## src/rtl/mem_int.sv

```systemverilog
// Query-driven database scanner: streams DDR bursts, scores every 512-bit beat
// against a latched 256-nucleotide query and reports the latest hit address range.
module mem_int #(
  parameter int          DDR_ADDR_WIDTH = 32,
  parameter logic [31:0] DB_START       = 32'h0000_0000,
  parameter logic [31:0] DB_END         = 32'h0010_0000,
  parameter int          THRESHOLD      = 200
) (
  input  logic                      clk,
  input  logic                      rst,
  input  logic [511:0]              query,
  input  logic                      queryValid,
  output logic                      ddr_rd,
  output logic [DDR_ADDR_WIDTH-1:0] readAdd,
  input  logic                      ddr_rd_valid,
  input  logic [511:0]              ddr_rd_data,
  input  logic                      ddr_rd_done,
  output logic [31:0]               locationStart,
  output logic [31:0]               locationEnd,
  output logic                      hitTEST
);

  localparam logic [8:0]  THR       = 9'(THRESHOLD);
  localparam logic [31:0] BEAT_SIZE = 32'd64;

  typedef enum logic [2:0] {
    IDLE = 3'd0,
    REQ  = 3'd1,
    DATA = 3'd2,
    NEXT = 3'd3,
    DONE = 3'd4
  } state_t;

  state_t       state_r;
  state_t       state_nx_s;
  logic         load_s;
  logic         beat_s;
  logic [511:0] query_r;
  logic [31:0]  addr_r;
  logic [31:0]  beat_addr_r;
  logic [8:0]   score_r;
  logic         score_vld_r;
  logic [31:0]  score_addr_r;
  logic         ddr_rd_r;
  logic [31:0]  loc_start_r;
  logic [31:0]  loc_end_r;
  logic         hit_r;

  function automatic logic [8:0] match_count(input logic [511:0] a, input logic [511:0] b);
    logic [8:0] cnt;
    cnt = 9'd0;
    for (int i = 0; i < 256; i++) begin
      cnt = cnt + {8'd0, (a[2*i +: 2] == b[2*i +: 2])};
    end
    return cnt;
  endfunction

  // Next-state decode; beats are only accepted while a burst is open (REQ/DATA)
  always_comb begin
    state_nx_s = state_r;
    load_s     = 1'b0;
    beat_s     = 1'b0;
    case (state_r)
      IDLE, DONE: begin
        if (queryValid) begin
          state_nx_s = REQ;
          load_s     = 1'b1;
        end else begin
          state_nx_s = state_r;
        end
      end
      REQ: begin
        beat_s = ddr_rd_valid;
        if (ddr_rd_done) begin
          state_nx_s = NEXT;
        end else if (ddr_rd_valid) begin
          state_nx_s = DATA;
        end else begin
          state_nx_s = REQ;
        end
      end
      DATA: begin
        beat_s = ddr_rd_valid;
        if (ddr_rd_done) begin
          state_nx_s = NEXT;
        end else begin
          state_nx_s = DATA;
        end
      end
      NEXT: begin
        if (beat_addr_r >= DB_END) begin
          state_nx_s = DONE;
        end else begin
          state_nx_s = REQ;
        end
      end
      default: begin
        state_nx_s = IDLE;
      end
    endcase
  end

  // Control registers: state, request level and burst/beat addresses
  always_ff @(posedge clk or negedge rst) begin
    if (!rst) begin
      state_r     <= IDLE;
      ddr_rd_r    <= 1'b0;
      addr_r      <= 32'd0;
      beat_addr_r <= 32'd0;
      query_r     <= 512'd0;
    end else begin
      state_r  <= state_nx_s;
      ddr_rd_r <= (state_nx_s == REQ);
      if (load_s) begin
        query_r     <= query;
        addr_r      <= DB_START;
        beat_addr_r <= DB_START;
      end else begin
        if (state_r == NEXT) begin
          addr_r <= beat_addr_r;
        end
        if (beat_s) begin
          beat_addr_r <= beat_addr_r + BEAT_SIZE;
        end
      end
    end
  end

  // Score stage: one registered match count per accepted beat
  always_ff @(posedge clk or negedge rst) begin
    if (!rst) begin
      score_r      <= 9'd0;
      score_vld_r  <= 1'b0;
      score_addr_r <= 32'd0;
    end else begin
      score_vld_r <= beat_s & ~load_s;
      if (beat_s) begin
        score_r      <= match_count(query_r, ddr_rd_data);
        score_addr_r <= beat_addr_r;
      end
    end
  end

  // Hit reporting; a new query clears the sticky flag and the location
  always_ff @(posedge clk or negedge rst) begin
    if (!rst) begin
      loc_start_r <= 32'd0;
      loc_end_r   <= 32'd0;
      hit_r       <= 1'b0;
    end else if (load_s) begin
      loc_start_r <= 32'd0;
      loc_end_r   <= 32'd0;
      hit_r       <= 1'b0;
    end else if (score_vld_r && (score_r >= THR)) begin
      loc_start_r <= score_addr_r;
      loc_end_r   <= score_addr_r + 32'd63;
      hit_r       <= 1'b1;
    end
  end

  assign ddr_rd        = ddr_rd_r;
  assign readAdd       = DDR_ADDR_WIDTH'(addr_r);
  assign locationStart = loc_start_r;
  assign locationEnd   = loc_end_r;
  assign hitTEST       = hit_r;

endmodule

```

## config.mk

```make
export PLATFORM = sky130hd
export DESIGN_NAME = mem_int
export DESIGN_NICKNAME = d
export VERILOG_FILES = /design/src/rtl/mem_int.sv
export SDC_FILE = /design/constraint.sdc
export NUM_CORES = 2
export LEC_CHECK = 0
export ABC_AREA = 1
export CORE_AREA = 5 5 435 437
export CTS_BUF_LIST = sky130_fd_sc_hd__clkbuf_4 sky130_fd_sc_hd__clkbuf_8 sky130_fd_sc_hd__clkbuf_16
export CTS_CLUSTER_SIZE = 12
export DETAILED_ROUTE_END_ITERATION = 10
export DIE_AREA = 0 0 440 442
export HOLD_SLACK_MARGIN = 0.08
export PLACE_DENSITY_LB_ADDON = 0.08
export SYNTH_ARGS = -nofsm -noshare
export SYNTH_HDL_FRONTEND = slang
export SYNTH_SLANG_ARGS = --single-unit
```

## constraint.sdc

```tcl
create_clock -name clk -period 7.45 [get_ports clk]
set_input_delay 1.49 -clock clk [delete_from_list [all_inputs] [get_ports clk]]
set_output_delay 1.49 -clock clk [all_outputs]
set_load 0.02 [all_outputs]
```

* Word level (Yosys, flattened, before mapping)
Cells that the tools add are included.
** Storage, ports and cells
- Register bits after elaboration :: 687
- Input port bits :: 1029
- Output and inout port bits :: 98
- Word-level logic and storage cells :: 559
** Cells by class
- Add/subtract/negate cells :: 257
- Magnitude comparators :: 2
- Eq/ne operators :: 261
- Muxes and demuxes :: 19
- Bitwise logic cells :: 2
- Reductions and logical operators :: 7
** Operators with widths (count)
- adder 9 x 1 -> 9 bit :: 247
- == test 2 bit :: 256
- two-way mux 32 bit :: 8
- adder 32 x 6 -> 32 bit (second input constant) :: 1
- adder 32 x 7 -> 32 bit (second input constant) :: 1
- >= comparator 32 x 21 -> 1 bit (second input constant) :: 1
- case mux 3 bit (4 select lines) :: 1
- adder 8 x 1 -> 9 bit :: 1
- >= comparator 9 x 8 -> 1 bit (second input constant) :: 1
- adder 7 x 1 -> 8 bit :: 1
- adder 6 x 1 -> 7 bit :: 1
- adder 5 x 1 -> 6 bit :: 1
- == test 3 x 1 -> 1 bit (second input constant) :: 2
- == test 3 x 2 -> 1 bit (second input constant) :: 2
- two-way mux 1 bit :: 6
- two-way mux 3 bit :: 2
- nonzero test 2 bit :: 3
- adder 4 x 1 -> 5 bit :: 1
- adder 3 x 1 -> 4 bit :: 1
- two-way mux 2 bit :: 2
- OR reduction 2 bit :: 2
- adder 2 x 1 -> 3 bit :: 1
- == test 3 bit (second input constant) :: 1
- logical NOT 3 bit :: 1
- 4 further kinds :: 4

* Logic depth before layout (Yosys ltp)
- Depth after elaboration :: 256
- Mapped depth :: 30
- Mapped depth without buffers :: 30

* Least setup slack after synthesis
OpenSTA, ideal clock, no wires.
- Kind :: input -> register
- From :: input port ddr_rd_data[250]
- To :: register score_r[6]
- Library setup time :: 117 ps
- Arrival time :: 8525 ps
- Required time :: 7333 ps
- Setup slack :: -1192 ps
- Stages on the path :: 29
- Buffers on the path :: 0
- Cell sequence :: xnor2_1 nand2_1 fa_1 inv_1 fa_1 inv_1 fa_1 fa_1 inv_1 fa_1 inv_1 fa_1 inv_1 fa_1 inv_1 fa_1 fa_1 fa_1 fa_1 inv_1 ha_1 inv_1 fa_1 inv_1 nand4_1 nand3_1 nand2_1 nand3_1 nand2_1
** Between the ends
- Cells in the longest elaborated chain, start to end :: 132
** Ends and longest elaborated chain
- start, declared :: RTL line 16 : input logic [511:0] ddr_rd_data,
- == test 2 bit :: RTL line 53 : cnt = cnt + {8'd0, (a[2*i +: 2] == b[2*i +: 2])};
- adder 9 x 1 -> 9 bit (131 in series) :: RTL line 53
- end signal, assigned :: RTL line 138 : score_r <= match_count(query_r, ddr_rd_data);
- end, declared :: RTL line 41 : logic [8:0] score_r;
No other way between the ends.
A chain may end at the register's enable or synchronous reset.

* Final worst setup path
- From :: input port ddr_rd_data[1]
- To :: register score_r[6]
** Between the ends
- Cells in the longest elaborated chain, start to end :: 256
** Ends and longest elaborated chain (RTL line)
- == test 2 bit :: 53
- adder 1 x 1 -> 2 bit :: 53
- adder 2 x 1 -> 3 bit :: 53
- adder 3 x 1 -> 4 bit :: 53
- adder 4 x 1 -> 5 bit :: 53
- adder 5 x 1 -> 6 bit :: 53
- adder 6 x 1 -> 7 bit :: 53
- adder 7 x 1 -> 8 bit :: 53
- adder 8 x 1 -> 9 bit :: 53
- adder 9 x 1 -> 9 bit (247 in series) :: 53
No other way between the ends.

==> impl_metrics.env <==
export IMPL_cts_buffer_depth=3
export IMPL_grt_pass1_wl_um=253500
export IMPL_yosys_cell_types_count=31
export IMPL_firstDrtPassIters=6
export IMPL_post_cts_setup_buffer_count=0
export IMPL_finalNetCount=6676
export IMPL_ant_nets=0
export IMPL_cp_max_fo=2
export IMPL_cts_tree="built"
export IMPL_drt_vias_per_instance=3.871
export IMPL_cts_root_buffer="clkbuf_16"
export IMPL_grt_ovfl_total=0
export IMPL_drt_iter0_drc=1439
export IMPL_wl_per_cell_um=22.77
export IMPL_worst_pin_slew_ps=1041
export IMPL_area_growth_pct=49.54
export IMPL_finalCriticalPeriod_ps=8255
export IMPL_finalWirelength_um=181300
export IMPL_synth_avg_cell_area_um2=8.856
export IMPL_startpoint="ddr_rd_data[1]"
export IMPL_place_inst=7763
export IMPL_rows=158
export IMPL_die_w_um=440
export IMPL_r2r_start="query_r[138]"
export IMPL_crit_path_end="score_r[6]"
export IMPL_fp_dieArea_um2=194500
export IMPL_die_y_um=442
export IMPL_cts_buffers=91
export IMPL_finalSetupViolCount=6
export IMPL_cts_sinks=656
export IMPL_start_kind="input port"
export IMPL_clock_latency_ps=720
export IMPL_syn_area_um2=37390
export IMPL_maxCapViolations=0
export IMPL_slew_headroom=0.3057
export IMPL_r2r_setup_slack_ps=-350
export IMPL_num_vias=30820
export IMPL_tns_ps=-4060
export IMPL_synth_warnings=0
export IMPL_grt_usage=0.1830
export IMPL_required_ps=8060
export IMPL_ys_seq_elements=656
export IMPL_start_util=0.2025
export IMPL_drive_gt1_frac=0.1080
export IMPL_fmax_mhz=121.1
export IMPL_cts_hold_buf=0
export IMPL_fin_util=0.3028
export IMPL_yosysSeqAreaShare=0.4390
export IMPL_path_clk_slew_ps=60
export IMPL_timing_rr_end="score_r[6]"
export IMPL_rsz0062_at_grt="yes"
export IMPL_grt_pass1_vias=33180
export IMPL_syn_instance_count=4222
export IMPL_skew_ps=32.36
export IMPL_coreArea_um2=184600
export IMPL_path_class="input port to flop"
export IMPL_end_kind="flop"
export IMPL_maxSlewViolCount=0
export IMPL_final_cells=7963
export IMPL_syn_num_nets=5534
export IMPL_portBuffers=1126
export IMPL_gp_congestion=0.8375
export IMPL_finalWorstSetupSlack_ps=-805.3
export IMPL_worst_hold_path_type="flop to flop"
export IMPL_antenna_found_initial=123
export IMPL_violations="negative setup slack"
export IMPL_reg2reg_depth=27
export IMPL_cts_htree_levels=3
export IMPL_finalHoldViolCount=0
export IMPL_finalCritPeriodShare=1.108
export IMPL_ios=1127
export IMPL_status="finished with violations"
export IMPL_arrival_ps=8870
export IMPL_hpwlAfterDp_um=145700
export IMPL_drc=0
export IMPL_grt_max_degree=150
## routing by layer
layer | global-route usage | up-vias | share of wire
li1 | - | 14980 | -
met1 | 0.2156 | 14640 | 0.40
met2 | 0.3263 | 857 | 0.51
met3 | 0.05428 | 279 | 0.067
met4 | 0.04204 | 64 | 0.023
met5 | 0 | - | 0.0022
## stage by stage
step / worst slack (ps) / area [um2] / hold WS [ps]
floorplan: -907.4 / 37460 / 449.7
global placement: -2600 / 51730 / 461.3
detailed placement: -2504 / 51730 / 465.5
CTS: -1049 / 55070 / 479.5
global route: -970.9 / 55840 / 499.7
finish: -805.3 / 55910 / 476.9
## area by class of cell
| class | instances | area (um2) |
|---|---|---|
| clock inverters | 33 | 475.5 |
| multi-input cells | 3098 | 19670 |
| repair buffers | 1210 | 12220 |
| clock buffers | 132 | 2740 |
| diodes | 47 | 117.6 |
| flip-flops and latches | 656 | 16420 |
| inverters | 307 | 1170 |
| fillers | 19900 | 128700 |
| well taps | 2480 | 3103 |
## state kept, by name (all words and copies together) (netlist names)
register	cells
score_vld_r	1
beat_addr_r	26
locationEnd	27
score_addr_r	26
locationStart	27
score_r	6
readAdd	27
ddr_rd	1
query_r	512
state_r	3
## synthesized netlist by cell type
library cell	count	area, um2
inv_1	301	1130
a21oi_1	10	50.05
o21a_1	1	7.510
buf_4	48	360.4
clkinv_1	1	3.750
o31ai_1	1	7.510
buf_6	15	168.9
nand2_2	1	6.260
xnor2_1	262	2295
fa_1	242	4845
clkbuf_1	9	33.78
nor3_1	2	10.01
nor2_2	1	6.260
buf_2	86	430.4
dfrtp_1	656	16420
or2_2	1	6.260
nand4_1	30	187.7
nor3b_1	1	7.510
mux2_1	1	11.26
nor2_1	170	638.1
buf_1	2	7.510
o21ai_0	79	395.4
nand3_1	78	390.4
xor2_1	251	2198
nor4_1	1	6.260
nand2_1	1923	7218
clkbuf_2	1	5.000
nor2_4	1	11.26
o21ai_1	1	5.000
inv_2	5	18.77
ha_1	41	513.0
## worst min-delay path by stage
stage | start | to | slack, ps | depth (start not counted)
detailed placement | locationEnd[0] | locationEnd[0] | 470 | 2
CTS | locationEnd[0] | locationEnd[0] | 480 | 2
global placement | locationEnd[0] | locationEnd[0] | 460 | 2
finish | locationEnd[25] | locationEnd[25] | 480 | 2
global route | score_addr_r[28] | score_addr_r[28] | 500 | 2
floorplan | score_r[7] | score_r[7] | 450 | 2
## cells by family after synthesis
kind of cell / after synthesis / share of synthesized area
and+or+nand+nor: 2209 / 0.2270
DFF: 656 / 0.4390
xor gates and xnor gates: 513 / 0.1202
buffers and inverters: 468 / 0.05772
adders and majority gates: 283 / 0.1433
AOI/OAI and AO/OA: 92 / 0.01245
muxes: 1 / 0.0003012
## repair_timing
| action | CTS | global route |
|---|---|---|
| pin swaps | 81 | 330 |
| setup endpoints to repair | 6 | 6 |
| gates resized for setup | 111 | 488 |
## cells in the final DEF (no fill, tap or decap), types with 92 or more instances in the layout
master / synthesis / final
dfrtp_1: 656 / 656
inv_1: 301 / 237
nand2_1: 1923 / 1903
fa_1: 242 / 158
clkbuf_16: 0 / 92
nor2_1: 170 / 125
clkdlybuf4s50_1: 0 / 879
dlymetal6s2s_1: 0 / 174
xnor2_1: 262 / 233
xor2_1: 251 / 234
## worst max-delay path: stages
cell and delay [ps]:
dlygate4sd2_1 250, xor2_2 160, nor2_4 190, fa_1 430, inv_1 80, fa_1 450
fa_1 610, buf_12 120, fa_2 470, fa_2 590, fa_2 450, fa_2 510
fa_2 600, fa_1 430, fa_1 510, fa_1 400, inv_1 70, ha_2 180
inv_2 40, fa_2 350, inv_2 60, nand4_1 120, nand3_2 120, nand2_1 60
nand3_2 50, nand2_1 60
Power is not shown: default switching activity piles up to over one toggle a cycle in this logic, so the estimate is an artifact.
